### config.mk
export PLATFORM = sky130hd
export DESIGN_NAME = sramlike_ram_responder
export DESIGN_NICKNAME = d
export VERILOG_FILES = /design/src/rtl/sramlike_ram_responder_pkg.sv /design/src/rtl/sramlike_ram_responder_resp_fifo.sv /design/src/rtl/sramlike_ram_responder.sv
export SDC_FILE = /design/constraint.sdc
export NUM_CORES = 1
export LEC_CHECK = 0
export ABC_AREA = 1
export CAP_MARGIN = 20
export CORE_MARGIN = 1
export CORE_UTILIZATION = 30
export DETAILED_ROUTE_END_ITERATION = 10
export SYNTH_ARGS = -nofsm -noshare
export SYNTH_HDL_FRONTEND = slang
export SYNTH_SLANG_ARGS = --single-unit
### constraint.sdc
create_clock -name clk -period 5.8 [get_ports clk]
set_clock_uncertainty 0.1 [all_clocks]
set_input_delay 1.16 -clock clk [delete_from_list [all_inputs] [get_ports clk]]
set_output_delay 1.16 -clock clk [all_outputs]
set_load 0.01 [all_outputs]
### src/rtl/sramlike_ram_responder_pkg.sv
`default_nettype none
// ============================================================================
// Module  : sramlike_ram_responder_pkg
// Purpose : Shared types and helpers for the sram-like RAM responder:
//           transfer-size encodings, byte-lane enable decode, response
//           FIFO entry and in-flight access descriptor.
// Revision: 1.0 - initial release
// ============================================================================
package sramlike_ram_responder_pkg;

  localparam logic [1:0] SZ_BYTE = 2'd0;
  localparam logic [1:0] SZ_HALF = 2'd1;
  localparam logic [1:0] SZ_WORD = 2'd2;

  typedef enum logic {
    PORT_INST = 1'b0,
    PORT_DATA = 1'b1
  } port_sel_e;

  // One queued response: writes carry zero data but still occupy a slot
  typedef struct packed {
    logic        is_wr;
    logic [31:0] data;
  } resp_entry_t;

  // Access issued to the RAM last cycle, whose result lands this cycle
  typedef struct packed {
    logic      valid;
    port_sel_e port;
    logic      is_wr;
  } inflight_t;

  // Byte-lane write enables; the reserved size 3 writes nothing
  function automatic logic [3:0] byte_en(input logic [1:0] size,
                                         input logic [1:0] addr_lo);
    logic [3:0] be;
    case (size)
      SZ_BYTE: be = 4'b0001 << addr_lo;
      SZ_HALF: be = addr_lo[1] ? 4'b1100 : 4'b0011;
      SZ_WORD: be = 4'b1111;
      default: be = 4'b0000;
    endcase
    return be;
  endfunction

endpackage
`default_nettype wire

### src/rtl/sramlike_ram_responder_resp_fifo.sv
`default_nettype none
// ============================================================================
// Module  : sramlike_resp_fifo
// Purpose : Per-port response queue. Tracks outstanding transactions
//           (in flight + queued) to throttle acceptance, holds returned
//           responses in order, and releases each one after WAIT cycles
//           at the head of the queue.
// Revision: 1.0 - initial release
// ============================================================================
module sramlike_resp_fifo
  import sramlike_ram_responder_pkg::*;
#(
  parameter int DEPTH = 4,
  parameter int WAIT  = 0
) (
  input  logic        clk,
  input  logic        reset,
  input  logic        accept,
  input  logic        push,
  input  resp_entry_t push_entry,
  output logic        can_accept,
  output logic        dataok,
  output logic [31:0] rdata
);

  localparam int AW = $clog2(DEPTH);
  localparam int CW = AW + 1;
  localparam int WW = (WAIT < 1) ? 1 : $clog2(WAIT + 1);
  localparam logic [CW-1:0] DEPTH_V = CW'(DEPTH);
  localparam logic [WW-1:0] WAIT_V  = WW'(WAIT);

  resp_entry_t   mem_q [DEPTH];
  resp_entry_t   mem_d [DEPTH];
  logic [AW-1:0] wptr_q, wptr_d;
  logic [AW-1:0] rptr_q, rptr_d;
  logic [CW-1:0] cnt_q, cnt_d;
  logic [CW-1:0] occ_q, occ_d;
  logic [WW-1:0] wcnt_q, wcnt_d;
  logic          nonempty;

  assign nonempty   = (cnt_q != '0);
  assign dataok     = ~reset & nonempty & (wcnt_q == WAIT_V);
  assign can_accept = ~reset & (occ_q < DEPTH_V);
  assign rdata      = dataok ? mem_q[rptr_q].data : 32'd0;

  // Next-state for queue storage, pointers, counters and head wait timer
  always_comb begin
    mem_d  = mem_q;
    wptr_d = wptr_q;
    rptr_d = rptr_q;
    cnt_d  = cnt_q;
    occ_d  = occ_q;
    wcnt_d = wcnt_q;

    if (push) begin
      mem_d[wptr_q] = push_entry;
      wptr_d        = wptr_q + AW'(1);
    end
    if (dataok) begin
      rptr_d = rptr_q + AW'(1);
    end

    if (push && !dataok) begin
      cnt_d = cnt_q + CW'(1);
    end else if (!push && dataok) begin
      cnt_d = cnt_q - CW'(1);
    end

    // Occupancy spans acceptance to response, so a push can never overflow
    if (accept && !dataok) begin
      occ_d = occ_q + CW'(1);
    end else if (!accept && dataok) begin
      occ_d = occ_q - CW'(1);
    end

    if (dataok) begin
      wcnt_d = '0;
    end else if (nonempty && (wcnt_q < WAIT_V)) begin
      wcnt_d = wcnt_q + WW'(1);
    end
  end

  // Control state register; reset drops everything queued or in progress
  always_ff @(posedge clk) begin
    if (reset) begin
      wptr_q <= '0;
      rptr_q <= '0;
      cnt_q  <= '0;
      occ_q  <= '0;
      wcnt_q <= '0;
    end else begin
      wptr_q <= wptr_d;
      rptr_q <= rptr_d;
      cnt_q  <= cnt_d;
      occ_q  <= occ_d;
      wcnt_q <= wcnt_d;
    end
  end

  // Payload storage needs no reset; validity is tracked by cnt_q
  always_ff @(posedge clk) begin
    mem_q <= mem_d;
  end

endmodule
`default_nettype wire

### src/rtl/sramlike_ram_responder.sv
`default_nettype none
// ============================================================================
// Module  : sramlike_ram_responder
// Purpose : Slave end of the CPU inst/data sram-like ports. Arbitrates the
//           two ports (data first) onto one synchronous single-port RAM and
//           returns in-order responses per port after programmable waits.
// Revision: 1.0 - initial release
// ============================================================================
module sramlike_ram_responder
  import sramlike_ram_responder_pkg::*;
#(
  parameter int DEPTH     = 4,
  parameter int INST_WAIT = 0,
  parameter int DATA_WAIT = 0
) (
  input  logic        clk,
  input  logic        reset,
  input  logic        inst_sram_req,
  input  logic        inst_sram_wr,
  input  logic [1:0]  inst_sram_size,
  input  logic [31:0] inst_sram_addr,
  input  logic [31:0] inst_sram_wdata,
  output logic        inst_sram_addrok,
  output logic        inst_sram_dataok,
  output logic [31:0] inst_sram_rdata,
  input  logic        data_sram_req,
  input  logic        data_sram_wr,
  input  logic [1:0]  data_sram_size,
  input  logic [31:0] data_sram_addr,
  input  logic [31:0] data_sram_wdata,
  output logic        data_sram_addrok,
  output logic        data_sram_dataok,
  output logic [31:0] data_sram_rdata,
  output logic        ram_en,
  output logic [3:0]  ram_wen,
  output logic [31:0] ram_addr,
  output logic [31:0] ram_wdata,
  input  logic [31:0] ram_rdata
);

  logic        can_i, can_d;
  logic        inst_grant, data_grant;
  logic        sel_wr;
  logic [1:0]  sel_size;
  logic [31:0] sel_addr;
  logic        push_i, push_d;
  resp_entry_t ret_entry;
  inflight_t   inflight_q, inflight_d;

  // Strict data priority: inst only wins when data is not granted
  assign data_grant       = data_sram_req & can_d;
  assign inst_grant       = inst_sram_req & can_i & ~data_grant;
  assign data_sram_addrok = data_grant;
  assign inst_sram_addrok = inst_grant;

  // Steer the granted port's request onto the RAM in the grant cycle
  always_comb begin
    sel_wr    = data_grant ? data_sram_wr    : inst_sram_wr;
    sel_size  = data_grant ? data_sram_size  : inst_sram_size;
    sel_addr  = data_grant ? data_sram_addr  : inst_sram_addr;
    ram_wdata = data_grant ? data_sram_wdata : inst_sram_wdata;
    ram_en    = inst_grant | data_grant;
    ram_addr  = {sel_addr[31:2], 2'b00};
    ram_wen   = (ram_en && sel_wr) ? byte_en(sel_size, sel_addr[1:0]) : 4'b0000;
  end

  // Remember which port owns the RAM result arriving next cycle
  always_comb begin
    inflight_d.valid = ram_en;
    inflight_d.port  = data_grant ? PORT_DATA : PORT_INST;
    inflight_d.is_wr = sel_wr;
  end

  // In-flight descriptor register
  always_ff @(posedge clk) begin
    if (reset) begin
      inflight_q <= '0;
    end else begin
      inflight_q <= inflight_d;
    end
  end

  // Route the returning RAM word (or a zero write-ack) to its port's queue
  always_comb begin
    push_i          = inflight_q.valid & (inflight_q.port == PORT_INST);
    push_d          = inflight_q.valid & (inflight_q.port == PORT_DATA);
    ret_entry.is_wr = inflight_q.is_wr;
    ret_entry.data  = inflight_q.is_wr ? 32'd0 : ram_rdata;
  end

  sramlike_resp_fifo #(
    .DEPTH (DEPTH),
    .WAIT  (INST_WAIT)
  ) u_inst_fifo (
    .clk        (clk),
    .reset      (reset),
    .accept     (inst_grant),
    .push       (push_i),
    .push_entry (ret_entry),
    .can_accept (can_i),
    .dataok     (inst_sram_dataok),
    .rdata      (inst_sram_rdata)
  );

  sramlike_resp_fifo #(
    .DEPTH (DEPTH),
    .WAIT  (DATA_WAIT)
  ) u_data_fifo (
    .clk        (clk),
    .reset      (reset),
    .accept     (data_grant),
    .push       (push_d),
    .push_entry (ret_entry),
    .can_accept (can_d),
    .dataok     (data_sram_dataok),
    .rdata      (data_sram_rdata)
  );

endmodule
`default_nettype wire
==> metrics, run 1 <==
run status=finished clean; met2 wirelength from detailed routing=16.8 mm; weighted congestion at the end of routability-driven global placement=0.813; synthesized netlist cell count=1241; # diodes=0; Multi-input gate area=3670 um^2; post-route antenna net violation count=0; Cell variety after synth=29; Gates resized, CTS repair=0; leakage power=6.41 nW; overall overflow remaining after global route=0; routed wl met3=2.12 mm; Yosys warnings=0; number of DRC markers after the initial detailed-route iteration=542; clock latency of the later-clocked register in the worst-skew pair=0.53 ns; largest area contributor in the synthesized netlist=sky130_fd_sc_hd__edfxtp_1; IO buf count=304; Place WS=0.702 ns; biggest area contributors in the synthesized netlist=sky130_fd_sc_hd__edfxtp_1 (62%), sky130_fd_sc_hd__nor2_1 (9.9%), sky130_fd_sc_hd__nand2_1 (6.9%), sky130_fd_sc_hd__o21ai_0 (4.5%), sky130_fd_sc_hd__dfxtp_1 (3.7%); detailed-route vias per instance=4.54; # nets final=1716; async set-or-reset flop fraction in the synthesized netlist=0%; number of hold violations in the final report=0; data arrival time of the critical path=3.81 ns; final setup vio count=0; post-layout worst setup margin=0.731 ns; Min-Delay Path Class=flop to flop; PwrDens=395 nW/um^2; highest routed metal layer=met4; DP HPWL=22.3 mm; final routed DRC violation total=0; floorplan die width=206 um; setup repair after global routing missed its margin=no; slowest cell delay on critical path=0.73 ns; H-Tree Level Count=1; initial antenna violation count=0; fraction of layout instances using a drive strength above 1=5.80%; number of enable-type register cells in the synthesized netlist=256; routed length on met1=14.8 mm; synthesized area per cell=10.0 um^2; Fin Setup TNS=0 ns; via count of the first global-routing pass=9419; CP required=4.54 ns; post-synthesis to final-layout area growth=37.1%; worst-case vdd ir drop=274 uV; buffer levels on the longest clock path=3; routed length per placed instance=16.6 um; Die Y=206 um; Crit. End Element=output port; Worst Setup Path Type=primary input to output port; Final Max Tran Viols=0; post-synth design cell area=12400 um^2; hold buffer count at CTS=0; transition time at the pin with the least slew margin=1.02 ns; TritonCTS clock tree=built; Sequential cell area=8150 um^2; worst-path cell with the longest stage delay=sky130_fd_sc_hd__clkdlybuf4s50_1; prevailing post-synth register cell=sky130_fd_sc_hd__edfxtp_1; Max Clock Freq=197 MHz; starting density of the core=30.4%; number of top-level pins=307; via count=9467; total routing usage reported by global routing=16.2%; kind of start point of the critical path=primary input; Total Wirelength=34.5 mm; number of maximum-capacitance constraint violations=0; fin crit share=87.4%; area of the core=40900 um^2; maximum number of pins on one net before global-route repair=67; post-CTS clock slew at the launch and capture registers of the worst setup and hold paths=0.06 ns; portion of the post-synthesis area used by sequential elements=65.4%; number of placement rows=74; Clock Tree Root=sky130_fd_sc_hd__clkbuf_16; minimum clock period=5.07 ns; count of state elements after synthesis=279; Num CTS Buffers=30; area enclosed by the die boundary=42300 um^2; Filler Cells Inserted=3959; post-CTS setup buffer count=0; Detailed Routing Iterations Pass 1=5; wire length of the first global-routing pass=52.5 mm; share of Yosys cell area claimed by the top area cell type=61.7%; cells along the critical path=clkdlybuf4s50_1 -> nor2_8 -> nand2_4 -> inv_4 -> buf_4 -> nand2_1 -> nand2_1 -> clkdlybuf4s50_1; sinks on the clock net=279; largest fanout of any net on the critical path=60; headroom to the max-slew limit=31.8%
-- routing by layer --
metal / vias to the layer above / GRT usage [%]
met5: - / 0
met4: 0 / 4.23
met3: 54 / 2.85
met2: 317 / 28.0
met1: 4408 / 20.7
li1: 4688 / -
-- path summary, 6_finish.rpt --
path / start / endpoint / slack, ns / depth (start not counted)
worst min-delay path: u_inst_fifo.occ_q[1] / u_inst_fifo.occ_q[1] / 0.39 / 2
worst max register to register: u_data_fifo.occ_q[2] / u_data_fifo.occ_q[2] / 2.92 / 11
worst max-delay path: reset / ram_wdata[24] / 0.73 / 8
worst min register to register: u_inst_fifo.occ_q[1] / u_inst_fifo.occ_q[1] / 0.39 / 2
-- per-stage QoR --
| stage | hold slack (ns) | total power, mW | instances | instance area [um^2] | utilization, % |
|---|---|---|---|---|---|
| global placement | 0.369 | 4.78 | 2027 | 16000 | 39.0 |
| CTS | 0.396 | 6.81 | 2083 | 17000 | 41.6 |
| floorplan | 0.358 | 3.79 | 1242 | 12500 | - |
| finish | 0.391 | 6.74 | 2085 | 17100 | 41.7 |
| global route | 0.438 | 7.14 | 2085 | 17100 | 41.7 |
| detailed placement | 0.388 | 4.83 | 2028 | 16000 | 39.1 |
-- flip-flops by register name (all words and copies together) (netlist names) --
register and cells:
u_inst_fifo.occ_q 3, u_data_fifo.mem_q 128, u_inst_fifo.rptr_q 2, u_inst_fifo.cnt_q 3, u_data_fifo.occ_q 3, inflight_q 3
u_inst_fifo.mem_q 128, u_data_fifo.cnt_q 3, u_inst_fifo.wptr_q 2, u_data_fifo.rptr_q 2, u_data_fifo.wptr_q 2
-- critical path, delay by kind of cell --
kind / cells / cell delay (ns)
buffers and inverters: 4 / 2.00
AND/OR/NAND/NOR: 4 / 0.63
-- report_power, final --
| part | total, mW | switching (mW) | internal, mW |
|---|---|---|---|
| clock network | 1.97 | 0.769 | 1.20 |
| logic | 2.28 | 1.35 | 0.935 |
| registers | 2.49 | 0.106 | 2.38 |
-- cell usage after synthesis (2+ instances only) --
library cell               instances
sky130_fd_sc_hd__nand3b_1          2
sky130_fd_sc_hd__xor2_1            4
sky130_fd_sc_hd__o21ai_1          20
sky130_fd_sc_hd__a21oi_1          78
sky130_fd_sc_hd__a211oi_1          2
sky130_fd_sc_hd__buf_6             8
sky130_fd_sc_hd__o21a_1            3
sky130_fd_sc_hd__clkbuf_1         23
sky130_fd_sc_hd__buf_2            28
sky130_fd_sc_hd__fa_1              4
sky130_fd_sc_hd__nand2_2           4
sky130_fd_sc_hd__edfxtp_1        256
sky130_fd_sc_hd__nand3_1           7
sky130_fd_sc_hd__nand2_1         230
sky130_fd_sc_hd__ha_1             12
sky130_fd_sc_hd__o21ai_0         112
sky130_fd_sc_hd__buf_4             9
sky130_fd_sc_hd__inv_2             2
sky130_fd_sc_hd__dfxtp_1          23
sky130_fd_sc_hd__nor3_1            4
sky130_fd_sc_hd__inv_1            76
sky130_fd_sc_hd__nor2_1          327
-- cells in the final DEF, fill, tap and decap left out, types with 2 or more instances in the layout --
master / n
sky130_fd_sc_hd__a211oi_1: 2
sky130_fd_sc_hd__a21oi_1: 78
sky130_fd_sc_hd__buf_12: 2
sky130_fd_sc_hd__buf_4: 18
sky130_fd_sc_hd__bufinv_16: 5
sky130_fd_sc_hd__clkbuf_1: 4
sky130_fd_sc_hd__clkbuf_16: 31
sky130_fd_sc_hd__clkdlybuf4s50_1: 304
sky130_fd_sc_hd__clkinv_1: 9
sky130_fd_sc_hd__clkinv_2: 4
sky130_fd_sc_hd__clkinvlp_4: 2
sky130_fd_sc_hd__conb_1: 2
sky130_fd_sc_hd__dfxtp_1: 18
sky130_fd_sc_hd__dfxtp_2: 5
sky130_fd_sc_hd__edfxtp_1: 256
sky130_fd_sc_hd__fa_1: 4
sky130_fd_sc_hd__ha_1: 12
sky130_fd_sc_hd__inv_1: 72
sky130_fd_sc_hd__inv_2: 3
sky130_fd_sc_hd__nand2_1: 230
sky130_fd_sc_hd__nand2_2: 4
sky130_fd_sc_hd__nand3_1: 7
sky130_fd_sc_hd__nand3b_1: 2
sky130_fd_sc_hd__nor2_1: 319
sky130_fd_sc_hd__nor2_4: 8
sky130_fd_sc_hd__nor3_1: 4
sky130_fd_sc_hd__o21a_1: 3
sky130_fd_sc_hd__o21ai_0: 112
sky130_fd_sc_hd__o21ai_1: 20
sky130_fd_sc_hd__xor2_1: 4
-- cells by family (layout without fill, tap and decap cells) --
group / after synthesis / count (layout) / synth area share, %
AO/OA/AOI/OAI: 215 / 215 / 8.74
flip-flops: 279 / 279 / 65.4
AND/OR/NAND/NOR: 577 / 577 / 18.0
buffers and inverters: 148 / 459 / 5.61
XOR/XNOR: 5 / 5 / 0.352
other: 1 / 2 / 0.0301
adder cells (fa/ha/maj): 16 / 16 / 1.85
-- cell type report --
class                   instances  area share, %
inverters                      79           1.75
multi-input cells             815           21.5
flip-flops and latches        279           47.8
clock buffers                  35           4.63
clock inverters                20           1.43
repair buffers                325           19.0
well taps                     532           3.90
Note: power is estimated with default switching activity, not from simulation.
==> run 2, diff against run 1 <==
--- a/config.mk
+++ b/config.mk
@@ -9,7 +9,9 @@
 export CAP_MARGIN = 20
 export CORE_MARGIN = 1
 export CORE_UTILIZATION = 30
+export CTS_BUF_LIST = sky130_fd_sc_hd__clkbuf_4
 export DETAILED_ROUTE_END_ITERATION = 10
+export GPL_TIMING_DRIVEN = 1
 export SYNTH_ARGS = -nofsm -noshare
 export SYNTH_HDL_FRONTEND = slang
 export SYNTH_SLANG_ARGS = --single-unit
==> metrics, run 2 (synthesized netlist as in run 1, its figures left out) <==
most common library cell in the layout ignoring fill and taps=sky130_fd_sc_hd__nor2_1 (unchanged); number of DRC markers after the initial detailed-route iteration=534 (was 542); via count of the first global-routing pass=9758 (was 9419); Worst Setup Path Type=primary input to output port (unchanged); area enclosed by the die boundary=42300 um^2 (unchanged); transition time at the pin with the least slew margin=1.03 ns (was 1.02 ns); area of the core=40900 um^2 (unchanged); hold buffer count at CTS=0 (unchanged); worst-case vdd ir drop=243 uV (was 274 uV); total routing usage reported by global routing=16.6% (was 16.2%); Gates resized, CTS repair=0 (unchanged); run status=finished clean (unchanged); number of placement rows=74 (unchanged); commonest non-fill, non-tap cells in the layout=sky130_fd_sc_hd__nor2_1 (319), sky130_fd_sc_hd__clkdlybuf4s50_1 (304), sky130_fd_sc_hd__edfxtp_1 (256), sky130_fd_sc_hd__nand2_1 (230), sky130_fd_sc_hd__o21ai_0 (112) (unchanged); biggest registers after layout=u_data_fifo.mem_q: 128 flops, u_inst_fifo.mem_q: 128 flops (unchanged); number of maximum-capacitance constraint violations=0 (unchanged); # nets final=1760 (was 1716); Filler Cells Inserted=4017 (was 3959); IO buf count=304 (unchanged); sinks on the clock net=279 (unchanged); PwrDens=384 nW/um^2 (was 395 nW/um^2); minimum clock period=5.07 ns (about the same); clock latency of the later-clocked register in the worst-skew pair=0.66 ns (was 0.53 ns); number of top-level pins=307 (unchanged); Num CTS Buffers=74 (was 30); DP HPWL=22.3 mm (unchanged); post-place instance area=16000 um^2 (unchanged); cells along the critical path=clkdlybuf4s50_1 -> nor2_8 -> nand2_4 -> inv_4 -> buf_4 -> nand2_1 -> nand2_1 -> clkdlybuf4s50_1 (unchanged); floorplan die width=206 um (unchanged); overall overflow remaining after global route=0 (unchanged); final setup vio count=0 (unchanged); Min-Delay Path Class=flop to flop (unchanged); post-route antenna net violation count=0 (unchanged); starting density of the core=30.4% (unchanged); post-CTS clock slew at the launch and capture registers of the worst setup and hold paths=0.06 ns (about the same); weighted congestion at the end of routability-driven global placement=0.813 (unchanged); Clock Tree Root=sky130_fd_sc_hd__clkbuf_4 (was sky130_fd_sc_hd__clkbuf_16); leakage power=6.47 nW (was 6.41 nW); H-Tree Level Count=3 (was 1); final routed DRC violation total=0 (unchanged); post-CTS setup buffer count=0 (unchanged); Place WS=0.702 ns (unchanged); Fin Setup TNS=0 ns (unchanged); initial antenna violation count=1 (was 0); fraction of layout instances using a drive strength above 1=9.96% (was 5.80%); detailed-route vias per instance=4.53 (was 4.54); summed area of non-filler cells in the final layout=17000 um^2 (was 17100 um^2); TritonCTS clock tree=built (unchanged); largest fanout of any net on the critical path=60 (unchanged); number of hold violations in the final report=0 (unchanged); CP required=4.54 ns (about the same); headroom to the max-slew limit=31.1% (was 31.8%); Crit. End Element=output port (unchanged); buffer levels on the longest clock path=3 (unchanged); Detailed Routing Iterations Pass 1=5 (unchanged); setup repair after global routing missed its margin=no (unchanged); smallest hold slack=0.391 ns (about the same); Die Y=206 um (unchanged); via count=9735 (was 9467); data arrival time of the critical path=3.81 ns (about the same); fin crit share=87.5% (was 87.4%); kind of start point of the critical path=primary input (unchanged); slowest cell delay on critical path=0.73 ns (about the same); slack of the worst reg-to-reg path=2.91 ns (was 2.92 ns); maximum number of pins on one net before global-route repair=67 (unchanged); Final Max Tran Viols=0 (unchanged); worst-path cell with the longest stage delay=sky130_fd_sc_hd__clkdlybuf4s50_1 (unchanged); wire length of the first global-routing pass=53.3 mm (was 52.5 mm); post-layout worst setup margin=0.725 ns (was 0.731 ns); Total Wirelength=35.1 mm (was 34.5 mm); routed length per placed instance=16.3 um (was 16.6 um); Max Clock Freq=197 MHz (about the same); post-synthesis to final-layout area growth=36.3% (was 37.1%)
run 2: cell count changes in the layout (fill, tap and decap cells not counted), sizes merged:
cell,delta
bufinv,-2
inv,-1
clkinv,-5
diode,+1
clkinvlp,-1
clkbuf,+72
run 2: final timing paths:
check	end	cells after the start	start
hold / removal	u_inst_fifo.occ_q[1]	2	u_inst_fifo.occ_q[1]
hold reg to reg	u_inst_fifo.occ_q[1]	2	u_inst_fifo.occ_q[1]
setup / recovery	ram_wdata[24]	8	reset
setup reg to reg	u_data_fifo.occ_q[2]	11	u_data_fifo.occ_q[2]
run 2: layout make-up:
| type | instances | area (um^2) | area share (%) |
|---|---|---|---|
| Timing Repair Buffer | 325 | 3250 | 19.1 |
| Clock buffer | 107 | 803 | 4.73 |
| Clock inverter | 11 | 129 | 0.760 |
| Tap cell | 532 | 666 | 3.92 |
| Antenna cell | 1 | 2.50 | 0.0147 |
| Inverter | 79 | 299 | 1.76 |
| Multi-Input combinational cell | 815 | 3670 | 21.6 |
| Sequential cell | 279 | 8150 | 48.1 |
run 2: critical path, delay by kind of cell:
kind,cells,cell delay (ns)
AND/OR/NAND/NOR,4,0.63
buffers and inverters,4,2.01
run 2: through the flow:
stage                     util, %  std cells  total power, mW
final                        41.5       2149             6.51
after detailed placement     39.1       2028             4.83
after global routing         41.5       2149             6.96
after floorplan                 -       1242             3.79
after global placement       39.0       2027             4.78
after CTS                    41.3       2146             6.60
run 2: routing by layer:
metal | up-vias | global-route usage (%) | wire (um)
met5 | - | 0 | 0
met4 | 0 | 5.90 | 834
met3 | 60 | 4.10 | 2440
met2 | 367 | 27.8 | 16900
met1 | 4496 | 20.6 | 15000
li1 | 4812 | - | -
run 2: power breakdown:
part / leakage [nW] / switching (mW) / total (mW) / internal (mW)
combinational: 3.38 / 1.35 / 2.28 / 0.935
clock: 0.558 / 0.768 / 1.74 / 0.971
sequential: 2.53 / 0.106 / 2.49 / 2.38
